[src/rtl/mul_exec_unit.sv]
// mul_exec_unit: iterative shift-add MUL/MLA stage with early termination and N/Z flag update
module mul_exec_unit #(
    parameter int DATA_WIDTH     = 32,
    parameter int ADDR_WIDTH     = 4,
    parameter int BITS_PER_CYCLE = 2
) (
    input  logic                  clk,
    input  logic                  rst,
    input  logic                  in_valid,
    output logic                  in_ready,
    input  logic [DATA_WIDTH-1:0] rm,
    input  logic [DATA_WIDTH-1:0] rs,
    input  logic [DATA_WIDTH-1:0] rn,
    input  logic                  accumulate,
    input  logic                  set_flags,
    input  logic [ADDR_WIDTH-1:0] dest_addr,
    input  logic [DATA_WIDTH-1:0] cspr_in,
    output logic                  write_enable,
    output logic [ADDR_WIDTH-1:0] write_address,
    output logic [DATA_WIDTH-1:0] write_data,
    output logic                  cspr_write,
    output logic [DATA_WIDTH-1:0] cspr_update,
    output logic                  busy
);
    typedef enum logic [1:0] {IDLE, CALC, WB} state_t;
    state_t                state_q, state_d;
    logic [DATA_WIDTH-1:0] mcand_q, mcand_d;
    logic [DATA_WIDTH-1:0] mplier_q, mplier_d;
    logic [DATA_WIDTH-1:0] acc_q, acc_d;
    logic [ADDR_WIDTH-1:0] dest_q, dest_d;
    logic                  flags_q, flags_d;
    logic                  we_q, we_d;
    logic                  cw_q, cw_d;
    logic [ADDR_WIDTH-1:0] waddr_q, waddr_d;
    logic [DATA_WIDTH-1:0] wdata_q, wdata_d;
    logic [DATA_WIDTH-1:0] cspr_q, cspr_d;
    logic                  busy_q, busy_d;
    logic [DATA_WIDTH-1:0] step_acc;
    logic                  accept;
    assign in_ready      = (state_q == IDLE) && !rst;
    assign accept        = in_valid && in_ready;
    assign write_enable  = we_q;
    assign cspr_write    = cw_q;
    assign write_address = waddr_q;
    assign write_data    = wdata_q;
    assign cspr_update   = cspr_q;
    assign busy          = busy_q;
    // Retire BITS_PER_CYCLE multiplier bits: add each selected shifted multiplicand
    always_comb begin
        step_acc = acc_q;
        for (int i = 0; i < BITS_PER_CYCLE; i++)
            if (mplier_q[i]) step_acc = step_acc + (mcand_q << i);
    end
    // Next-state and registered-output logic; result is captured on the CALC->WB transition
    always_comb begin
        state_d  = state_q;
        mcand_d  = mcand_q;
        mplier_d = mplier_q;
        acc_d    = acc_q;
        dest_d   = dest_q;
        flags_d  = flags_q;
        we_d     = 1'b0;
        cw_d     = 1'b0;
        waddr_d  = waddr_q;
        wdata_d  = wdata_q;
        cspr_d   = cspr_q;
        case (state_q)
            IDLE: if (accept) begin
                state_d  = CALC;
                mcand_d  = rm;
                mplier_d = rs;
                acc_d    = accumulate ? rn : '0;
                dest_d   = dest_addr;
                flags_d  = set_flags;
            end
            CALC: begin
                mcand_d  = mcand_q << BITS_PER_CYCLE;
                mplier_d = mplier_q >> BITS_PER_CYCLE;
                acc_d    = step_acc;
                if (mplier_d == '0) begin
                    state_d = WB;
                    we_d    = 1'b1;
                    waddr_d = dest_q;
                    wdata_d = step_acc;
                    cw_d    = flags_q;
                    cspr_d  = flags_q ? {step_acc[DATA_WIDTH-1], step_acc == '0, cspr_in[DATA_WIDTH-3:0]} : cspr_q;
                end
            end
            default: state_d = IDLE;
        endcase
        busy_d = state_d != IDLE;
    end
    // State and output registers with synchronous reset taking priority over any accept
    always_ff @(posedge clk) begin
        if (rst) begin
            state_q  <= IDLE;
            mcand_q  <= '0;
            mplier_q <= '0;
            acc_q    <= '0;
            dest_q   <= '0;
            flags_q  <= 1'b0;
            we_q     <= 1'b0;
            cw_q     <= 1'b0;
            waddr_q  <= '0;
            wdata_q  <= '0;
            cspr_q   <= '0;
            busy_q   <= 1'b0;
        end else begin
            state_q  <= state_d;
            mcand_q  <= mcand_d;
            mplier_q <= mplier_d;
            acc_q    <= acc_d;
            dest_q   <= dest_d;
            flags_q  <= flags_d;
            we_q     <= we_d;
            cw_q     <= cw_d;
            waddr_q  <= waddr_d;
            wdata_q  <= wdata_d;
            cspr_q   <= cspr_d;
            busy_q   <= busy_d;
        end
    end
endmodule

[config.mk]
export PLATFORM = sky130hd
export DESIGN_NAME = mul_exec_unit
export DESIGN_NICKNAME = d
export VERILOG_FILES = /design/src/rtl/mul_exec_unit.sv
export SDC_FILE = /design/constraint.sdc
export NUM_CORES = 1
export LEC_CHECK = 0
export CORE_ASPECT_RATIO = 1.75
export CORE_MARGIN = 10
export CORE_UTILIZATION = 54
export DETAILED_ROUTE_END_ITERATION = 6
export PLACE_DENSITY = 0.82
export SLEW_MARGIN = 20
export SYNTH_ARGS = -nofsm -noshare
export SYNTH_HDL_FRONTEND = slang
export SYNTH_SLANG_ARGS = --single-unit
[constraint.sdc]
create_clock -name clk -period 13.77 [get_ports clk]
set_input_delay 2.754 -clock clk [delete_from_list [all_inputs] [get_ports clk]]
set_output_delay 2.754 -clock clk [all_outputs]
set_load 0.02 [all_outputs]
==> results of run 1 <==
==> cell type report <==
type / count / area [um^2] / share of cell area, %
diodes: 1 / 2.50 / 0.0181
clock buffers: 17 / 425 / 3.07
clock inverters: 15 / 246 / 1.78
inverters: 17 / 63.8 / 0.461
multi-input cells: 1180 / 7180 / 51.8
flip-flops and latches: 174 / 3480 / 25.2
well taps: 248 / 310 / 2.24
repair buffers: 216 / 2130 / 15.4
==> registers in the layout (all words and copies together), names as in the netlist <==
| signal | cells |
|---|---|
| acc_q | 32 |
| cspr_update | 32 |
| mcand_q | 32 |
| mplier_q | 32 |
| write_data | 32 |
| dest_q | 4 |
| write_address | 4 |
| state_q | 2 |
| busy | 1 |
| cspr_write | 1 |
| flags_q | 1 |
| write_enable | 1 |
==> cell families after synthesis <==
| kind of cell | count (synthesis) | share of synthesized area, % |
|---|---|---|
| simple gates | 630 | 24.6 |
| compound gates | 405 | 25.1 |
| flops | 174 | 31.4 |
| buf+inv | 118 | 4.13 |
| fa+ha+maj | 68 | 7.81 |
| xor+xnor | 44 | 3.67 |
| mux | 33 | 3.20 |
==> power by group <==
part | internal, W | total [W] | switching (W) | leakage [nW]
Sequential | 0.000529 | 0.000558 | 0.0000293 | 1.42
Clock | 0.000329 | 0.000560 | 0.000231 | 0.330
Combinational | 0.000157 | 0.000371 | 0.000214 | 3.55
==> metal layers <==
layer	share of wire (%)	vias up	GRT usage (%)
met3	6.6	104	6.66
met4	4.5	0	13.3
met2	51	377	48.2
met1	38	5443	29.7
li1	-	5582	-
met5	0	-	0
==> through the flow <==
step / area, um^2 / setup slack, ns / total power, W / util [%]
2_1_floorplan: 11100 / 7.55 / 0.000814 / -
3_3_place_gp: 13200 / 6.63 / 0.000928 / 64.9
3_5_place_dp: 13200 / 6.64 / 0.000935 / 64.9
4_1_cts: 13800 / 6.63 / 0.00149 / 68.2
5_1_grt: 13800 / 6.51 / 0.00155 / 68.2
6_report: 13800 / 6.65 / 0.00149 / 68.2
==> layout by cell type, fill, tap and decap left out, drive strengths merged, types with 18 or more instances in the layout <==
| cell | synthesis | final |
|---|---|---|
| nand2 | 310 | 310 |
| inv | 15 | 23 |
| clkdlybuf4s50 | 0 | 205 |
| a211oi | 60 | 60 |
| and3 | 22 | 22 |
| xnor2 | 32 | 32 |
| a21o | 24 | 24 |
| nor2 | 162 | 162 |
| nand4 | 18 | 18 |
| o21ai | 48 | 48 |
| a311oi | 72 | 72 |
| dfxtp | 174 | 174 |
| nor3 | 23 | 23 |
| nand3 | 35 | 35 |
| a21oi | 122 | 122 |
| ha | 66 | 66 |
==> tightest hold or removal path, cell delays in order (launching register included) <==
cell,delay [ns]
sky130_fd_sc_hd__dfxtp_1,0.31
sky130_fd_sc_hd__nand2_1,0.05
sky130_fd_sc_hd__a21oi_1,0.05
==> worst min path at each step <==
stage	from	endpoint	slack, ns	cells past startpoint
4_1_cts	cspr_update[24]	cspr_update[24]	0.46	2
3_5_place_dp	dest_q[1]	write_address[1]	0.44	2
5_1_grt	dest_q[2]	write_address[2]	0.48	2
3_3_place_gp	dest_q[2]	write_address[2]	0.44	2
6_report	dest_q[2]	write_address[2]	0.45	2
2_1_floorplan	dest_q[0]	write_address[0]	0.43	2
==> results.md, run 1 <==
- Wires add up to 37400 um.
- After synthesis, the mean cell area works out to 7.53 um^2.
- The flow ran to the end, and the final reports show no timing, DRC or antenna violations.
- The signal on the critical path passes through buf_4, nor3_1, clkdlybuf4s50_1.
- The floorplan step defined a die boundary enclosing 0.0269 mm^2.
- The number of vias in the routed layout is 11500.
- Between clock sinks in the finished design, the worst skew comes to 0.0182 ns.
- The tool flagged a number of max-cap violations equal to 0.
- The final-report setup violation count is 0.
- The final RePlAce weighted congestion is 0.965.
- Setup repair after global routing left no endpoint under its margin.
- The initial utilization of the core area, before any placement, comes to 54.7%.
- The worst setup path is launched from a primary input.
- The fill cell instance count of the final layout is 1749.
- For this run the aggregate overflow at the end of global routing stands at 0.
- The count of input and output buffers is 206.
- Once placement completed, the tool counted placed cells totaling 1835.
- The worst hold-check slack is 0.452 ns.
- After floorplanning, the core was sized to cover 0.0203 mm^2.
- Of the cells placed in the final design, the portion with a size suffix greater than 1 is 5.31%.
- The synthesized design contains 0 enable-type register cells.
- Clock tree synthesis found a total of 174 sinks.
- The count of boundary I/O pins is 209.
- The H-tree was split into 4 levels.
- The path type of the worst setup path is primary input to primary output.
- The final-stage net count is 1811.
- The biggest fanout along the worst timing path is 94.
- At the pin with the least slew margin, the transition time is 1.02 ns.
- The worst path in the final design needs a cycle of 7.12 ns, including I/O delays and setup.
- The power density normalized to cell area is 108 mW/mm^2.
- The number of vias per cell is 6.16.
- In this run the biggest area consumer among cell types represents 31.4% of the synthesized area.
- The launch point of the critical path is rst.
- The clock passes through at most 2 buffers.
- Global routing used 27.4% of the available tracks across all layers.
- The wire length per cell is 20.0 um.
- Counting the buffers created by CTS gives 17.
- The number of slew-limit violations in the final report is 0.
- Clock-pin slew was measured on the worst setup and hold paths at 0.07 ns.
- Relative to the synthesized area, the layout overhead comes to 24.8%.
- The worst slew margin relative to its limit is 32.2%.
- The portion of the clock cycle consumed by the worst path in the final layout is 51.7%.
- The post-synth design cell area is 0.0111 mm^2.
- After synthesis, the cell types taking the most area are sky130_fd_sc_hd__dfxtp_1, sky130_fd_sc_hd__nand2_1, sky130_fd_sc_hd__ha_1, sky130_fd_sc_hd__a311oi_1, sky130_fd_sc_hd__nor2_1.
- For this run, the number of Yosys warnings is 0.
- The maximum single-stage delay on the critical path is 0.71 ns.
- The most critical setup path has its endpoint at in_ready.
- The number of global-route vias before repair was 11500.
- The proportion of synthesized chip area in sequential cells is 31.4%.
- After synthesis, the share of flip-flops with an asynchronous set or reset is 0%.
- sky130_fd_sc_hd__nand2_1 is the most common cell in the netlist.
- The total number of placement rows is 69.
- Gates resized during post-CTS repair numbered 0.
- The number of design-rule violations left by the first detailed-router iteration is 905.
- The floorplan step set the die width to 128 um.
- The depth of the worst register-to-register path is 20.
- The minimum setup slack among reg-to-reg paths is 7.76 ns.
- The final total negative setup slack is 0 ns.
- The filler-free cell count of the finished design is 1868.
- The worst register-to-register path ends at cspr_update[30].
- The number of setup buffers added after CTS is 0.
- The static leakage is 5.31 nW.
- The top cell family by delay on the critical path is buffers and inverters.
- The critical path runs through a total of 3 cells.
- Together, buffers and inverters on the worst path number 2.
- For this design, the CTS-stage hold fixing added 0 buffers.
- The vertical extent of the die is 210 um.
- The library cell used as clock root buffer is sky130_fd_sc_hd__clkbuf_16.
- Timing would allow up to 140 MHz.
- For this design, the slowest cell found on the critical path is sky130_fd_sc_hd__clkdlybuf4s50_1.
- The number of unique standard cell types used by synthesis is 77.
- At the later pin of the worst-skew pair, clock insertion delay measures 0.46 ns.
- The HPWL after detailed placement is 27800 um.
- The net count after synthesis is 1677.
- Summed over all instances, the cell type with the most area after synthesis is sky130_fd_sc_hd__dfxtp_1.
- The primary flip-flop cell chosen by synthesis mapping is sky130_fd_sc_hd__dfxtp_1.
- After technology mapping, the gate count stands at 1472.
- The startpoint identified for the worst register-to-register timing path is mcand_q[0].
- The critical path data arrival time is 4.37 ns.
- The number of storage elements in the synthesis netlist is 174.
- The number of antenna violations at the first check in global routing came to 2.
- The data required time at the worst endpoint is 11.02 ns.
- Across the VDD grid, the largest voltage drop is 0.000121 V.
- The final number of hold-violating endpoints is 0.
- The worst min-delay path category is flip-flop to flip-flop.
- The TritonCTS clock tree is built.
- The largest net degree at the start of global routing is 95.
- In the routed design, unresolved DRC markers number 0.
- In this run the remaining antenna-violating nets after routing total 0.
- The first TritonRoute pass finished after 7 iterations.
- By count the netlist is led by sky130_fd_sc_hd__nand2_1, sky130_fd_sc_hd__dfxtp_1, sky130_fd_sc_hd__nor2_1, sky130_fd_sc_hd__a21oi_1, sky130_fd_sc_hd__clkbuf_1.
- STA classifies the critical path endpoint as a primary output.
- The first-pass GRT wire length is 59900 um.
(Power assumes the default switching activity.)
==> run 2, diff against run 1 <==
--- a/config.mk
+++ b/config.mk
@@ -7,9 +7,9 @@
 export LEC_CHECK = 0
 export CORE_ASPECT_RATIO = 1.75
 export CORE_MARGIN = 10
-export CORE_UTILIZATION = 54
+export CORE_UTILIZATION = 53
 export DETAILED_ROUTE_END_ITERATION = 6
-export PLACE_DENSITY = 0.82
+export PLACE_DENSITY = 0.81
 export SLEW_MARGIN = 20
 export SYNTH_ARGS = -nofsm -noshare
 export SYNTH_HDL_FRONTEND = slang
==> constraint.sdc (replaced) <==
create_clock -name clk -period 7.3 [get_ports clk]
set_input_delay 1.46 -clock clk [delete_from_list [all_inputs] [get_ports clk]]
set_output_delay 1.46 -clock clk [all_outputs]
set_load 0.02 [all_outputs]
==> run 2 against run 1 <==
  * Combinational power up 89%
  * Non-clock buffer count up 1
  * Register-to-register slack worse by 6.3 ns
  * Largest power group is now registers
==> results.md, run 2 (synthesized netlist as in run 1, its figures left out) <==
- The smallest clock period supported by the final layout is computed as 5.83 ns.
- In this run the critical register-to-register path is launched from mcand_q[0].
- STA classifies the critical path startpoint as a flip-flop.
- The count of buffering cells on the critical path with inverters included came to 0 (-2).
- For this design, the slowest cell found on the critical path is sky130_fd_sc_hd__a211oi_1.
- The critical path data arrival time is 6.22 ns (+1.85 ns).
- The max-capacitance violation count was 0 (unchanged).
- The final RePlAce weighted congestion is 0.940 (-2.6%).
- The number of buffers added by the clock tree synthesis step is 17 (unchanged).
- The clock network latency to the later pin of the worst-skew pair was 0.45 ns (about the same).
- The clock skew after layout is 0.0140 ns (-0.00420 ns).
- The total wire length after detailed routing was 37900 um (+1.2%).
- The final-report setup violation count is 0 (unchanged).
- The largest net degree at the start of global routing is 109 (+15%).
- The number of vias in the routed layout is 11500 (+0.23%).
- The highest ir drop seen on vdd is 0.000188 V (+55%).
- The depth of the worst register-to-register path came to 20 (unchanged).
- The number of antenna violations at the first check in global routing is 0 (-2).
- The multi-input combinational cell area was 0.00718 mm^2 (about the same).
- The TritonCTS clock tree is built.
- The total routing resource utilization after global routing is 27.5% (+0.053 points).
- After layout, the worst path uses 79.9% of the clock period.
- The number of design-rule violations left by the first detailed-router iteration is 764 (-16%).
- The overall power is 0.00275 W (+84%).
- The worst setup path is captured at a flip-flop.
- The worst-case hold path end point is write_address[0].
- The remaining antenna violation count after routing is 0 (unchanged).
- The count of input and output buffers is 206 (unchanged).
- The area of the die is 0.0273 mm^2 (+1.7%).
- The detailed-router iteration count before antenna repair came to 5 (-2).
- The count of boundary I/O pins is 209 (unchanged).
- The vertical extent of the die is 211 um (+0.85%).
- Leaving out fill and tap cells, the most frequent cell in the layout is sky130_fd_sc_hd__nand2_1.
- The run finished with clean final reports.
- The total core area is 0.0208 mm^2 (+2.3%).
- The fill cell instance count of the final layout came to 1815 (+3.8%).
- The number of slew-limit violations in the final report is 0 (unchanged).
- The relative area change from synthesis to final layout is 24.6%.
- The final total negative setup slack is 0 ns (unchanged).
- The fraction of layout instances using a drive strength above 1 came to 5.37% (+0.058 points).
- The minimum setup slack among reg-to-reg paths came to 1.47 ns (-6.29 ns).
- The number of sinks on the clock net is 174 (unchanged).
- Among cell families on the critical path, the largest total delay comes from compound AO/OA/AOI/OAI gates.
- The DRC violation count after routing is 0 (unchanged).
- The sequential cell area in the final layout is 0.00348 mm^2 (unchanged).
- The clock tree buffer depth is 2 (unchanged).
- The worst hold path begins at dest_q[0].
- The number of hold-repair buffers added at the cts stage is 0 (unchanged).
- The starting density of the core is 53.4% (-1.2 points).
- The total number of placement rows was 70 (+1.4%).
- The endpoint identified for the worst register-to-register timing path is cspr_update[30].
- The number of setup buffers added after CTS came to 0 (unchanged).
- The library cell used as clock root buffer is sky130_fd_sc_hd__clkbuf_16.
- The remaining global-route overflow is 0 (unchanged).
- The final number of hold-violating endpoints is 0 (unchanged).
- The library cells used most frequently in the layout, excluding fill and tap cells, are sky130_fd_sc_hd__nand2_1, sky130_fd_sc_hd__clkdlybuf4s50_1, sky130_fd_sc_hd__dfxtp_1, sky130_fd_sc_hd__nor2_1, sky130_fd_sc_hd__a21oi_1.
- The number of vias per cell is 6.16 (about the same).
- The highest attainable clock frequency is 171 MHz.
- The number of global-route vias before repair is 11400 (-0.50%).
- The maximum level of the CTS H-tree was 4 (unchanged).
- The post-CTS clock slew at the launch and capture registers of the worst setup and hold paths came to 0.08 ns (about the same).
- The actual slew at the worst max-slew pin was 1.07 ns (+0.0501 ns).
- The HPWL after detailed placement is 28400 um (+2.2%).
- The overall die width is 129 um (+0.79%).
- The worst min-delay path category is flip-flop to flip-flop.
- The final-stage net count is 1812 (+0.055%).
- The power density normalized to cell area was 199 mW/mm^2 (+85%).
- The worst slew margin relative to its limit was 28.9% (-3.3 points).
- The data required time at the worst endpoint is 7.69 ns (-3.33 ns).
- The biggest fanout along the worst timing path was 6 (-94%).
- The signal on the critical path passes through ha_1, fa_1, a211oi_2, o211ai_1, a21oi_2, o21bai_1, xnor2_1, o21ai_0, ha_1, a21oi_1, o21ai_0, a311oi_2, nand3_1, a41oi_1, xnor2_1, a211oi_1, nand4_1, nor4_2, nand4_1, o21ai_1.
- Setup repair after global routing left no endpoint under its margin.
- The maximum single-stage delay on the critical path is 0.70 ns (about the same).
- The static leakage is 5.29 nW (-0.37%).
- The first-pass GRT wire length is 60100 um (+0.38%).
- The wire length per cell was 20.2 um (+0.95%).
- The number of instances resized during post-cts repair is 0 (unchanged).
- The path type of the worst setup path is flip-flop to flip-flop.
- The number of stages on the worst hold path is 2 (unchanged).
## run 2: per-layer routing
layer	track usage, %	vias to the layer above	part of all wire, %
met5	0	-	0
met4	14.4	0	4.6
met3	6.79	102	6.8
met2	48.4	402	52
met1	29.3	5438	37
li1	-	5590	-
## run 2: layout make-up
type                            instances  area share, %
Inverter                               17          0.462
Timing Repair Buffer                  217           15.5
Multi-Input combinational cell       1180           51.9
Clock inverter                         14           1.42
Clock buffer                           18           3.18
Sequential cell                       174           25.2
Tap cell                              252           2.28
Antenna cell                            1         0.0181
## run 2: where the power goes
group          switching (W)  internal [W]  leakage (nW)  total (W)
combinational       0.000405      0.000297          3.56   0.000702
clock               0.000431      0.000561         0.305   0.000992
sequential         0.0000542      0.000998          1.42    0.00105
## run 2: how the worst max path moves through the flow
stage	start	to	slack, ns	depth (start not counted)
floorplan	mcand_q[3]	cspr_update[30]	2.65	20
global placement	mcand_q[0]	cspr_update[30]	1.59	20
detailed placement	mcand_q[0]	cspr_update[30]	1.56	20
CTS	mcand_q[0]	cspr_update[30]	1.52	20
global route	mcand_q[0]	cspr_update[30]	1.09	20
finish	mcand_q[0]	cspr_update[30]	1.47	20
## run 2: tightest hold or removal path: cells and delay by family (launching register included)
| family | cells | cell delay (ns) |
|---|---|---|
| and+or+nand+nor | 1 | 0.05 |
| AOI/OAI and AO/OA | 1 | 0.05 |
| DFF | 1 | 0.31 |
## run 2: through the flow
stage	hold WS, ns	utilization, %	setup slack [ns]	cell area [um^2]	instances
after floorplan	0.432	-	2.65	11100	1472
after global placement	0.437	63.5	1.59	13200	1840
after detailed placement	0.446	63.5	1.56	13200	1840
after CTS	0.455	66.6	1.52	13800	1872
after global routing	0.479	66.6	1.09	13800	1872
final	0.447	66.6	1.47	13800	1873
